<file path="config.mk">
export PLATFORM = sky130hd
export DESIGN_NAME = butterfly16_collect
export DESIGN_NICKNAME = d
export VERILOG_FILES = /design/src/rtl/butterfly16_collect.sv
export SDC_FILE = /design/constraint.sdc
export NUM_CORES = 1
export LEC_CHECK = 0
export BUFFER_PORTS_ARGS = -buffer_cell sky130_fd_sc_hd__buf_2
export CORE_AREA = 2 2 224 226
export DETAILED_ROUTE_END_ITERATION = 12
export DIE_AREA = 0 0 226 228
export GPL_TIMING_DRIVEN = 0
export HOLD_SLACK_MARGIN = 0.12
export PLACE_DENSITY = 0.71
export SETUP_SLACK_MARGIN = 0.1
export SLEW_MARGIN = 20
export SYNTH_ARGS = -nofsm -noshare
export SYNTH_HDL_FRONTEND = slang
export SYNTH_SLANG_ARGS = --single-unit
</file>
<file path="constraint.sdc">
create_clock -name clk -period 2.86 [get_ports clk]
set_clock_uncertainty 0.2 [all_clocks]
set_input_delay 0.143 -clock clk [delete_from_list [all_inputs] [get_ports clk]]
set_output_delay 0.143 -clock clk [all_outputs]
set_load 0.02 [all_outputs]
</file>
<file path="src/rtl/butterfly16_collect.sv">
// Stage-1 butterfly of the 16-point row DCT: gathers one row of 16 samples over a
// valid/ready stream and presents even sums a_k and odd differences b_k as one word.
module butterfly16_collect #(
    parameter int IN_WIDTH = 9,
    parameter int WIDTH    = 20
) (
    input  logic                clk,
    input  logic                rst_b,
    input  logic                flush,
    input  logic                in_valid,
    output logic                in_ready,
    input  logic [IN_WIDTH-1:0] in_data,
    output logic                out_valid,
    input  logic                out_ready,
    output logic [WIDTH-1:0]    a0,
    output logic [WIDTH-1:0]    a1,
    output logic [WIDTH-1:0]    a2,
    output logic [WIDTH-1:0]    a3,
    output logic [WIDTH-1:0]    a4,
    output logic [WIDTH-1:0]    a5,
    output logic [WIDTH-1:0]    a6,
    output logic [WIDTH-1:0]    a7,
    output logic [WIDTH-1:0]    b0,
    output logic [WIDTH-1:0]    b1,
    output logic [WIDTH-1:0]    b2,
    output logic [WIDTH-1:0]    b3,
    output logic [WIDTH-1:0]    b4,
    output logic [WIDTH-1:0]    b5,
    output logic [WIDTH-1:0]    b6,
    output logic [WIDTH-1:0]    b7,
    output logic [3:0]          out_row
);

    if (WIDTH < IN_WIDTH + 1) begin : g_width_check
        $error("butterfly16_collect: WIDTH must be at least IN_WIDTH+1");
    end

    typedef enum logic [0:0] {
        ST_COLLECT = 1'b0,
        ST_FULL    = 1'b1
    } state_t;

    state_t                  state_q, state_d;
    logic [3:0]              cnt_q, cnt_d;
    logic [3:0]              row_cnt_q, row_cnt_d;
    logic [3:0]              out_row_q, out_row_d;
    logic                    out_valid_q, out_valid_d;
    logic [IN_WIDTH-1:0]     samp_q [16];
    logic [IN_WIDTH-1:0]     samp_d [16];
    logic signed [WIDTH-1:0] a_q [8];
    logic signed [WIDTH-1:0] a_d [8];
    logic signed [WIDTH-1:0] b_q [8];
    logic signed [WIDTH-1:0] b_d [8];
    logic signed [WIDTH-1:0] sum_s [8];
    logic signed [WIDTH-1:0] dif_s [8];
    logic                    accept_s;
    logic                    xfer_s;

    function automatic logic signed [WIDTH-1:0] sext(input logic [IN_WIDTH-1:0] x);
        return {{(WIDTH-IN_WIDTH){x[IN_WIDTH-1]}}, x};
    endfunction

    assign in_ready = (state_q == ST_COLLECT) && !flush;
    assign accept_s = in_valid && in_ready;
    // A full row moves to the output slot when it is empty or being consumed this edge.
    assign xfer_s   = (state_q == ST_FULL) && !flush && (!out_valid_q || out_ready);

    // Butterfly over the collected row at full output width.
    always_comb begin
        for (int k = 0; k < 8; k++) begin
            sum_s[k] = sext(samp_q[k]) + sext(samp_q[15-k]);
            dif_s[k] = sext(samp_q[k]) - sext(samp_q[15-k]);
        end
    end

    // Next-state logic: flush beats accept and transfer; the output word only hands off.
    always_comb begin
        state_d     = state_q;
        cnt_d       = cnt_q;
        row_cnt_d   = row_cnt_q;
        samp_d      = samp_q;
        a_d         = a_q;
        b_d         = b_q;
        out_row_d   = out_row_q;
        out_valid_d = out_valid_q && !out_ready;
        if (flush) begin
            cnt_d     = 4'd0;
            row_cnt_d = 4'd0;
            state_d   = ST_COLLECT;
        end else if (accept_s) begin
            samp_d[cnt_q] = in_data;
            cnt_d         = cnt_q + 4'd1;
            if (cnt_q == 4'd15) begin
                state_d = ST_FULL;
            end else begin
                state_d = ST_COLLECT;
            end
        end else if (xfer_s) begin
            a_d         = sum_s;
            b_d         = dif_s;
            out_row_d   = row_cnt_q;
            row_cnt_d   = row_cnt_q + 4'd1;
            out_valid_d = 1'b1;
            state_d     = ST_COLLECT;
        end else begin
            state_d = state_q;
        end
    end

    // State, collection buffer and output word registers.
    always_ff @(posedge clk or negedge rst_b) begin
        if (!rst_b) begin
            state_q     <= ST_COLLECT;
            cnt_q       <= 4'd0;
            row_cnt_q   <= 4'd0;
            out_row_q   <= 4'd0;
            out_valid_q <= 1'b0;
            for (int i = 0; i < 16; i++) begin
                samp_q[i] <= {IN_WIDTH{1'b0}};
            end
            for (int i = 0; i < 8; i++) begin
                a_q[i] <= {WIDTH{1'b0}};
                b_q[i] <= {WIDTH{1'b0}};
            end
        end else begin
            state_q     <= state_d;
            cnt_q       <= cnt_d;
            row_cnt_q   <= row_cnt_d;
            out_row_q   <= out_row_d;
            out_valid_q <= out_valid_d;
            samp_q      <= samp_d;
            a_q         <= a_d;
            b_q         <= b_d;
        end
    end

    assign out_valid = out_valid_q;
    assign out_row   = out_row_q;
    assign a0 = a_q[0];
    assign a1 = a_q[1];
    assign a2 = a_q[2];
    assign a3 = a_q[3];
    assign a4 = a_q[4];
    assign a5 = a_q[5];
    assign a6 = a_q[6];
    assign a7 = a_q[7];
    assign b0 = b_q[0];
    assign b1 = b_q[1];
    assign b2 = b_q[2];
    assign b3 = b_q[3];
    assign b4 = b_q[4];
    assign b5 = b_q[5];
    assign b6 = b_q[6];
    assign b7 = b_q[7];

endmodule
</file>
==> metrics.md, run 1 <==
| Metric | Value |
|---|---|
| Status | `completed` |
| Sequential share of power | `40.1%` |
| DRC | `0` |
| Die Y | `228 µm` |
| Synthesized area | `19,410 µm²` |
| Avg Cell Area, Syn | `9.546 µm²` |
| Sw Share | `29.11%` |
| Crit path kind | `reg2reg` |
| Final Cycle Share | `93.41%` |
| VDD IR max | `0.3511 mV` |
| Hold Vio Cnt, Final | `0` |
| DP Area | `22,030 µm²` |
| Total grt overflow | `0` |
| Setup TNS Final | `0 ns` |
| Total CTS buffers | `36` |
| Wirelength per Cell | `19.77 µm` |
| NetSw | `3.443 mW` |
| Crit path capture type | `register` |
| Worst stage delay on the critical path | `0.66 ns` |
| Max stage delay cell, worst path | `clkbuf_1` |
| Initial DRC Count | `1,185` |
| Overall power | `11.83 mW` |
| Gr usage total | `23.52%` |
| Cell-by-cell trace of the critical path | `nand2b_1 > nor2b_1 > buf_2 > clkbuf_1 > nand3_1 > nand3_2` |
| Vias | `16,201` |
| Ys async rst share | `100.0%` |
| Die area | `51,530 µm²` |
| I/O Buffers | `338` |
| Final Max Slew Viols | `0` |
| Row count | `82` |
| Number of global-route vias before repair | `15,771` |
| Dominant register cell in the synthesized netlist | `dfrtp_1` |
| CTS tree | `yes` |
| Core box area | `49,350 µm²` |
| Initial Util | `39.32%` |
| Largest net degree at the start of global routing | `87` |
| Final net count | `2,606` |
| Worst EP arrival | `2.94 ns` |
| Clk_lat worst skew | `0.54 ns` |
| N_diodes | `0` |
| Clk buf depth | `3` |
| First-pass GRT wire length | `93.01 mm` |
| Slew headroom | `21.87%` |
| Worst Hold Class | `in2reg` |
| Final-report setup violation count | `0` |
| Data required, critical path | `3.13 ns` |
| Clock Sinks | `310` |
| Maximum clock frequency | `0.3743 GHz` |
| Worst-path clk slew | `0.06 ns` |
| PwrDens | `505.1 nW/µm²` |
| Setup Buffers After CTS | `0` |
| Clock Power Share | `40.2%` |
| Synthesis Warnings | `0` |
| Yosys reg bits | `310` |
| Worst hold slack | `0.2214 ns` |
| CP startpoint kind | `register` |
| CP bufs+invs | `2` |
| DP Wirelength | `44.73 mm` |
| H-tree depth | `2` |
| Commonest cells after routing, fill and taps aside | `374 x buf_2, 310 x dfrtp_1, 227 x nand2_1` |
| Combinational group share of total power | `19.7%` |
| Commonest non-fill, non-tap cell in the layout | `buf_2` |
| Maxcap violations | `0` |
| Tmin final | `2.672 ns` |
| Slew of the pin with the lowest slew margin | `1.172 ns` |
| Antenna Violating Nets Remaining | `0` |
| CP top delay family | `buffers and inverters` |
| Flop-to-flop setup slack | `0.19 ns` |
| Die X | `226 µm` |
| GP Congestion | `0.8854` |
| Worst-path fanout max | `10` |
| Design area | `23,420 µm²` |
| Leak | `12.79 nW` |
| Drt first pass iters | `7` |
| Place WS | `-0.05504 ns` |
| Seq/Total Area, Yosys | `39.97%` |
| Synth Instances | `2,033` |
| Yosys cell types | `59` |
| Net count after synthesis | `2,212` |
| Area Overhead vs Synth | `20.66%` |
| RSZ-0062 raised after global routing | `false` |
| Initial antenna violation count | `0` |
| Internal Power | `8.384 mW` |
| Setup ws final | `0.1884 ns` |
| Share of cells above drive strength 1 | `30.73%` |
| DRT Wirelength | `61.73 mm` |
| Root buf cell | `clkbuf_16` |
| EDFF count, synth | `0` |
| Ports | `340` |
| Via density | `5.189` |
-- Yosys cell counts, drive strengths merged (3+ instances only) --
library cell | count | area [µm²]
o311ai | 3 | 26.28
a21o | 9 | 67.56
a221oi | 9 | 78.83
buf | 218 | 1539
fa | 16 | 320.3
inv | 131 | 491.7
a31o | 5 | 43.79
nor3 | 42 | 210.2
a21oi | 66 | 330.3
nand4 | 4 | 25.02
o41ai | 5 | 43.79
o21bai | 29 | 217.7
nor3b | 11 | 82.58
and3 | 17 | 106.4
clkbuf | 50 | 187.7
nand3 | 53 | 305.3
nand2 | 227 | 852.1
xor2 | 17 | 148.9
o211a | 8 | 80.08
o31a | 6 | 52.55
or3 | 35 | 219.0
o21ai | 169 | 845.8
nor4b | 4 | 35.03
nor2b | 20 | 125.1
o21a | 17 | 127.6
o211ai | 6 | 45.04
xnor2 | 44 | 385.4
mux2 | 121 | 1393
o31ai | 17 | 127.6
a31oi | 17 | 106.4
or4 | 3 | 22.52
mux2i | 14 | 140.1
ha | 149 | 1864
dfrtp | 310 | 7757
nor4 | 5 | 31.28
nor2 | 97 | 366.6
nand4b | 3 | 26.28
o311a | 8 | 80.08
a211o | 4 | 35.03
a211oi | 15 | 117.6
nand2b | 39 | 259.0
-- cell type report --
cell class / instances / area [µm²]
tap: 672 / 840.8
inverter: 131 / 491.7
clock buffer: 50 / 1065
clock inverter: 11 / 135.1
sequential: 310 / 7757
multi-input combinational: 1324 / 9445
buffer: 268 / 1742
timing repair buffer: 356 / 1939
fill: 4641 / 25930
-- repair_timing --
item / CTS / global route
hold buffers: 15 / 0
setup endpoints to repair: 42 / 106
hold endpoints to repair: 205 / 0
resized for setup: 5 / 6
-- flip-flops by register name, indices dropped and copies added, names as in the netlist, 10 cells and up --
| register | cells |
|---|---|
| a0 | 10 |
| b1 | 10 |
| b2 | 10 |
| b3 | 10 |
| b4 | 10 |
| b5 | 10 |
| b6 | 10 |
| b7 | 10 |
| samp_q | 144 |
-- worst register-to-register path: cells and delay by family, from the launching register on --
family | cells | cell delay (ns)
buffers and inverters | 2 | 1.04
AND/OR/NAND/NOR | 4 | 0.99
flip-flops | 1 | 0.39
-- final timing paths --
path / cells after the start / end / start
worst max register to register: 6 / a6[6] / out_valid
worst max-delay path: 6 / a6[6] / out_valid
min in group asynchronous: 3 / b5[2] / rst_b
max in group asynchronous: 6 / samp_q[141] / rst_b
worst min register to register: 2 / a5[4] / a5[4]
worst min-delay path: 3 / row_cnt_q[3] / flush
-- metrics by stage --
step           util (%)  cells
6_report          47.45   3122
4_1_cts           47.40   3122
3_3_place_gp      44.46   3043
3_5_place_dp      44.64   3046
5_1_grt           47.45   3122
2_1_floorplan         -   2033
-- cells by family (layout without fill, tap and decap cells) --
kind of cell	after synthesis	in the layout	synth area share [%]
muxes	135	135	7.898
adders and majority gates	165	165	11.26
buffers and inverters	399	816	11.43
and+or+nand+nor	562	562	13.82
xor gates and xnor gates	61	61	2.753
AOI/OAI and AO/OA	401	401	12.87
DFF	310	310	39.97
-- routing by layer --
layer | global-route usage [%] | share of wire (%) | vias to the layer above | wire length [µm]
met3 | 4.572 | 6.7 | 127 | 4134
met5 | 0 | 0 | - | 0
met4 | 9.934 | 4.3 | 0 | 2649
met2 | 39.15 | 48 | 539 | 29530
met1 | 29.72 | 41 | 7972 | 25420
li1 | - | - | 7563 | -
-- power by group through the flow --
stage	combinational (mW)	sequential [mW]	clock [mW]
detailed placement	2.27	4.82	0
finish	2.33	4.74	4.76
global placement	2.22	4.80	0
CTS	2.31	4.74	4.80
floorplan	1.66	4.76	0
global route	2.58	4.76	4.97
Note: power is estimated with default switching activity, not from simulation.
==> inputs of run 2 (changes only) <==
- clock period: 2.86 -> 3 ns (I/O delays scaled with it)
==> run 2 against run 1 <==
Compared with the run above: design area is essentially flat; hold slack improved by 0.0078 ns; clock-buffer cell count is the same; via count decreased by 0.11%; first-iteration DRC count up 7.6%; wire length fell by 0.19%; critical endpoint is now a7[7]; largest power group unchanged.
==> metrics.md, run 2 (synthesis results as in run 1) <==
| Metric | Value |
|---|---|
| Status | `completed` |
| Wirelength per Cell | `19.73 µm` |
| Max reg flops | `144` |
| Gr usage total | `23.52%` |
| Die area | `51,530 µm²` |
| Placed cell count | `3,046` |
| Commonest non-fill, non-tap cell in the layout | `buf_2` |
| Largest Register | `samp_q` |
| VDD IR max | `0.3346 mV` |
| Total grt overflow | `0` |
| Worst-path fanout max | `10` |
| Fill count | `4,646` |
| Clk_lat worst skew | `0.53 ns` |
| Initial Util | `39.32%` |
| Cell depth of the worst flop-to-flop path | `6` |
| Number of global-route vias before repair | `15,759` |
| DRC | `0` |
| DP Wirelength | `44.73 mm` |
| Clock Sinks | `310` |
| Leak | `12.78 nW` |
| Final net count | `2,606` |
| RSZ-0062 raised after global routing | `false` |
| Final Max Slew Viols | `0` |
| Core box area | `49,350 µm²` |
| N_diodes | `0` |
| Share of cells above drive strength 1 | `30.57%` |
| Clk buf depth | `3` |
| Via density | `5.184` |
| Overall power | `11.25 mW` |
| Hold Path Depth | `3` |
| WL met2 | `29.20 mm` |
| Slew headroom | `19.65%` |
| CTS tree | `yes` |
| Initial DRC Count | `1,275` |
| NetSw | `3.265 mW` |
| Hold Vio Cnt, Final | `0` |
| Ports | `340` |
| Maxcap violations | `0` |
| GP Congestion | `0.8854` |
| First-pass GRT wire length | `93.03 mm` |
| Sw Share | `29.01%` |
| Area Overhead vs Synth | `20.57%` |
| Largest net degree at the start of global routing | `87` |
| CP startpoint kind | `register` |
| Final Cycle Share | `94.46%` |
| Die Y | `228 µm` |
| Tmin final | `2.834 ns` |
| Commonest cells after routing, fill and taps aside | `375 x buf_2, 310 x dfrtp_1, 227 x nand2_1` |
| PwrDens | `481.0 nW/µm²` |
| Slew of the pin with the lowest slew margin | `1.205 ns` |
| Internal Power | `7.990 mW` |
| Crit path kind | `reg2reg` |
| Data required, critical path | `3.24 ns` |
| Maximum clock frequency | `0.3529 GHz` |
| DRT Wirelength | `61.61 mm` |
| Setup Buffers After CTS | `0` |
| Total CTS buffers | `36` |
| Final-report setup violation count | `0` |
| Initial antenna violation count | `0` |
| Root buf cell | `clkbuf_16` |
| Worst EP arrival | `3.07 ns` |
| Count of non-filler cells in the finished layout | `3,122` |
| Die X | `226 µm` |
| Top Layer Used | `met4` |
| Drt first pass iters | `6` |
| Vias | `16,183` |
| Worst Hold Class | `in2reg` |
| Worst-path clk slew | `0.06 ns` |
| Clock Power Share | `40.2%` |
| Sequential share of power | `40.1%` |
| Post-Route Utilization | `47.41%` |
| Row count | `82` |
| Crit path capture type | `register` |
| Flop-to-flop setup slack | `0.17 ns` |
| Antenna Violating Nets Remaining | `0` |
| DR WL met3 | `4.066 mm` |
| H-tree depth | `2` |
| Metal-1 WL | `25.48 mm` |
| Combinational group share of total power | `19.6%` |
| I/O Buffers | `338` |
[run 2: cell count changes in the layout (fill, tap and decap cells not counted)]
cell	previous run	this run
a211oi_1	11	14
a211oi_2	4	1
buf_12	1	0
buf_2	374	375
buf_4	171	170
buf_8	0	1
clkbuf_2	2	1
clkdlybuf4s15_1	0	1
[run 2: cell type report]
class / instances / area [µm²] / share of cell area, %
Inverter: 131 / 491.7 / 2.101
Buffer: 268 / 1744 / 7.454
Timing Repair Buffer: 356 / 1934 / 8.267
Multi-Input combinational cell: 1324 / 9430 / 40.30
Clock inverter: 11 / 135.1 / 0.5775
Clock buffer: 50 / 1065 / 4.551
Tap cell: 672 / 840.8 / 3.593
Sequential cell: 310 / 7757 / 33.15
[run 2: worst max-delay path, cell delays in order (launching register included)]
cell and delay, ns:
dfrtp_1 0.40, nand2b_1 0.28, nor2b_1 0.35, buf_2 0.37, clkdlybuf4s15_1 0.89, nor2_1 0.09
a31oi_1 0.17
[run 2: metal layers]
layer	vias up	global-route usage (%)
li1	7569	-
met1	7936	29.74
met2	539	39.18
met3	139	4.547
met4	0	9.872
met5	-	0
[run 2: repair_timing]
item                                   4_1_cts  5_1_grt
gates resized for setup                      3        4
setup endpoints to repair                    6       11
pin swaps                                    0        0
endpoints found under the hold margin      205        0
hold buffers                                15        0
[run 2: metrics by stage]
stage          hold slack (ns)  setup TNS [ns]  area (µm²)  setup WS (ns)
2_1_floorplan          -0.3456               0       19410         0.8059
3_3_place_gp            0.1800        -1339.71       21940         -4.360
3_5_place_dp          -0.01285               0       22030        0.08496
4_1_cts                 0.2124               0       23390         0.1139
5_1_grt                 0.2363               0       23400         0.1069
6_report                0.2292               0       23400         0.1661
[run 2: path summary, 6_finish.rpt]
check                          start           end
max in group asynchronous      rst_b         b0[7]
max reg2reg                out_valid         a7[7]
min reg2reg                    a5[4]         a5[4]
min                            flush  row_cnt_q[3]
max                        out_valid         a7[7]
min in group asynchronous      rst_b         b5[2]
[run 2: power by group through the flow]
stage	registers, mW	logic (mW)	clock network [mW]
2_1_floorplan	4.53	1.58	0
3_3_place_gp	4.57	2.12	0
3_5_place_dp	4.59	2.17	0
4_1_cts	4.51	2.20	4.57
5_1_grt	4.54	2.46	4.74
6_report	4.52	2.21	4.53
==> inputs of run 3 (changes only) <==
- ABC_AREA: not set -> 1
- CORE_AREA: 2 2 224 226 -> 2 2 225 227
- DIE_AREA: 0 0 226 228 -> 0 0 227 229
- TNS_END_PERCENT: not set -> 30
==> run 3 against run 2 <==
Compared with the run above: synthesized cell count grew 24%; worst setup slack improved by 0.11 ns; area after synthesis rose by 1.5%; register-to-register slack better by 0.11 ns; flip-flop and latch count unchanged; via count grew 8.8%; critical path depth increased by 3; first-iteration DRC count increased by 7.6%; sequential share of layout area is 0.52 points lower; maximum frequency is 4.0% higher.
==> metrics.md, run 3 <==
| Metric | Value |
|---|---|
| Status | `completed` |
| Tmin final | `2.724 ns` |
| Synthesis Warnings | `0` |
| Design area | `23,770 µm²` |
| Maximum clock frequency | `0.3671 GHz` |
| Internal Power | `9.490 mW` |
| I/O Buffers | `339` |
| Place WS | `0.7812 ns` |
| Initial Util | `39.67%` |
| RSZ-0062 raised after global routing | `false` |
| Share of cells above drive strength 1 | `22.25%` |
| Setup ws final | `0.2757 ns` |
| Total CTS buffers | `37` |
| Antenna Violating Nets Remaining | `0` |
| Cell with the most instances after synthesis | `nand2_1` |
| CTS tree | `yes` |
| Die area | `51,980 µm²` |
| Dominant register cell in the synthesized netlist | `dfrtp_1` |
| Commonest cells after routing, fill and taps aside | `715 x nand2_1, 369 x buf_2, 310 x dfrtp_1` |
| H-tree depth | `2` |
| Total grt overflow | `0` |
| Max reg flops | `144` |
| Die Y | `229 µm` |
| Worst EP arrival | `3.02 ns` |
| Net count after synthesis | `2,701` |
| Gr usage total | `23.10%` |
| DP Wirelength | `43.79 mm` |
| Share of the synthesized area in the top cell type | `39.38%` |
| VDD IR max | `0.3659 mV` |
| Crit path kind | `reg2reg` |
| Yosys reg bits | `310` |
| Wirelength per Cell | `16.63 µm` |
| Ys async rst share | `100.0%` |
| Slew headroom | `34.99%` |
| Ports | `340` |
| Core box area | `49,660 µm²` |
| Vias | `17,611` |
| Placed cell count | `3,536` |
| Final Max Slew Viols | `0` |
| Number of global-route vias before repair | `16,284` |
| Initial DRC Count | `1,372` |
| Sequential share of power | `33.1%` |
| Clock Power Share | `29.7%` |
| Synthesized area | `19,700 µm²` |
| DRC | `0` |
| Hold Vio Cnt, Final | `0` |
| Count of non-filler cells in the finished layout | `3,620` |
| Avg Cell Area, Syn | `7.812 µm²` |
| Final net count | `3,101` |
| Maxcap violations | `0` |
| Clk buf depth | `3` |
| Clock Sinks | `310` |
| Data required, critical path | `3.30 ns` |
| Sw Share | `39.44%` |
| Leak | `13.64 nW` |
| Area Overhead vs Synth | `20.66%` |
| Clk_lat worst skew | `0.57 ns` |
| Crit path capture type | `register` |
| Seq/Total Area, Yosys | `39.38%` |
| N_diodes | `0` |
| Initial antenna violation count | `2` |
| EDFF count, synth | `0` |
| Largest net degree at the start of global routing | `95` |
| PwrDens | `659.1 nW/µm²` |
| Most frequent cells after synthesis | `715 x nand2_1, 310 x dfrtp_1, 275 x inv_1` |
| Combinational group share of total power | `37.2%` |
| Largest Register | `samp_q` |
| Post-CTS sizing | `0` |
| Most area-hungry cell type in the Yosys netlist | `dfrtp_1` |
| Final Cycle Share | `90.81%` |
| First-pass GRT wire length | `92.81 mm` |
| Worst-path fanout max | `5` |
| GP Congestion | `0.9115` |
| Largest cells by area after synthesis | `dfrtp_1 39%, nand2_1 14%, ha_1 9.5%, buf_4 6.6%, inv_1 5.2%` |
| Worst Hold Class | `reg2reg` |
| Commonest non-fill, non-tap cell in the layout | `nand2_1` |
| Via density | `4.865` |
| DRT Wirelength | `60.21 mm` |
| Yosys cell types | `41` |
| Row count | `82` |
| DP Area | `22,330 µm²` |
| NetSw | `6.179 mW` |
| Slew of the pin with the lowest slew margin | `0.9751 ns` |
| Drt first pass iters | `6` |
| Root buf cell | `clkbuf_16` |
| Worst-path clk slew | `0.06 ns` |
| Die X | `227 µm` |
| CP startpoint kind | `register` |
| Synth Instances | `2,522` |
| Final-report setup violation count | `0` |
## run 3: routing by layer
metal / wire, µm / GRT usage, % / up-vias / part of all wire, %
met3: 4220 / 3.541 / 99 / 7.0
met2: 27520 / 37.29 / 604 / 46
li1: - / - / 8628 / -
met1: 26580 / 31.55 / 8278 / 44
met5: 11 / 0 / - / 0.018
met4: 1876 / 7.864 / 2 / 3.1
## run 3: cell families after synthesis
group                    count (synthesis)  share of synthesized area, %
XOR/XNOR                                37                         1.645
AO/OA/AOI/OAI                          378                         9.907
AND/OR/NAND/NOR                       1092                         23.64
buffers and inverters                  540                         14.34
flip-flops                             310                         39.38
adder cells (fa/ha/maj)                165                         11.09
## run 3: worst paths after layout
check	from	endpoint	slack, ns	cells past startpoint
worst max register to register	state_q	samp_q[37]	0.28	9
max in group asynchronous	rst_b	b6[5]	1.15	5
worst max-delay path	state_q	samp_q[37]	0.28	9
min in group asynchronous	rst_b	b3[18]	0.50	4
worst min register to register	b4[8]	b4[8]	0.27	2
worst min-delay path	b4[8]	b4[8]	0.27	2
## run 3: repair_timing
item | 4_1_cts | 5_1_grt
endpoints found under the setup margin | 0 | 1
hold buffers | 17 | 0
hold endpoints to repair | 317 | 0
setup buffers | 0 | 2
## run 3: per-stage QoR
step                util (%)  hold slack [ns]  power [mW]  TNS [ns]
floorplan                  -          -0.3456       9.452         0
global placement       44.78           0.2578       10.85  -1372.67
detailed placement     44.97          -0.1455       10.96         0
CTS                    47.84           0.2573       15.69         0
global route           47.87           0.2938       16.84         0
finish                 47.87           0.2723       15.67         0
## run 3: area by class of cell
type,instances,area (µm²)
multi-input combinational,1672,9119
sequential,310,7757
clock buffer,48,1037
timing repair buffer,361,1984
inverter,282,1065
clock inverter,17,207.7
tap,672,840.8
buffer,258,1760
fill,4951,25890
## run 3: power groups by stage
stage	registers, mW	clock network [mW]	logic, mW
detailed placement	5.24	0	5.72
CTS	5.18	4.74	5.77
floorplan	5.21	0	4.25
global route	5.25	4.91	6.68
finish	5.18	4.66	5.83
global placement	5.22	0	5.63
## run 3: critical path, cell delays in order (launching register included)
cell,delay (ns)
dfrtp_1,0.47
nor2_4,0.17
nand2_4,0.05
dlygate4sd3_1,0.66
nor2_2,0.17
inv_2,0.12
nor2_4,0.13
nand2_1,0.05
dlygate4sd3_1,0.55
o21ai_1,0.07
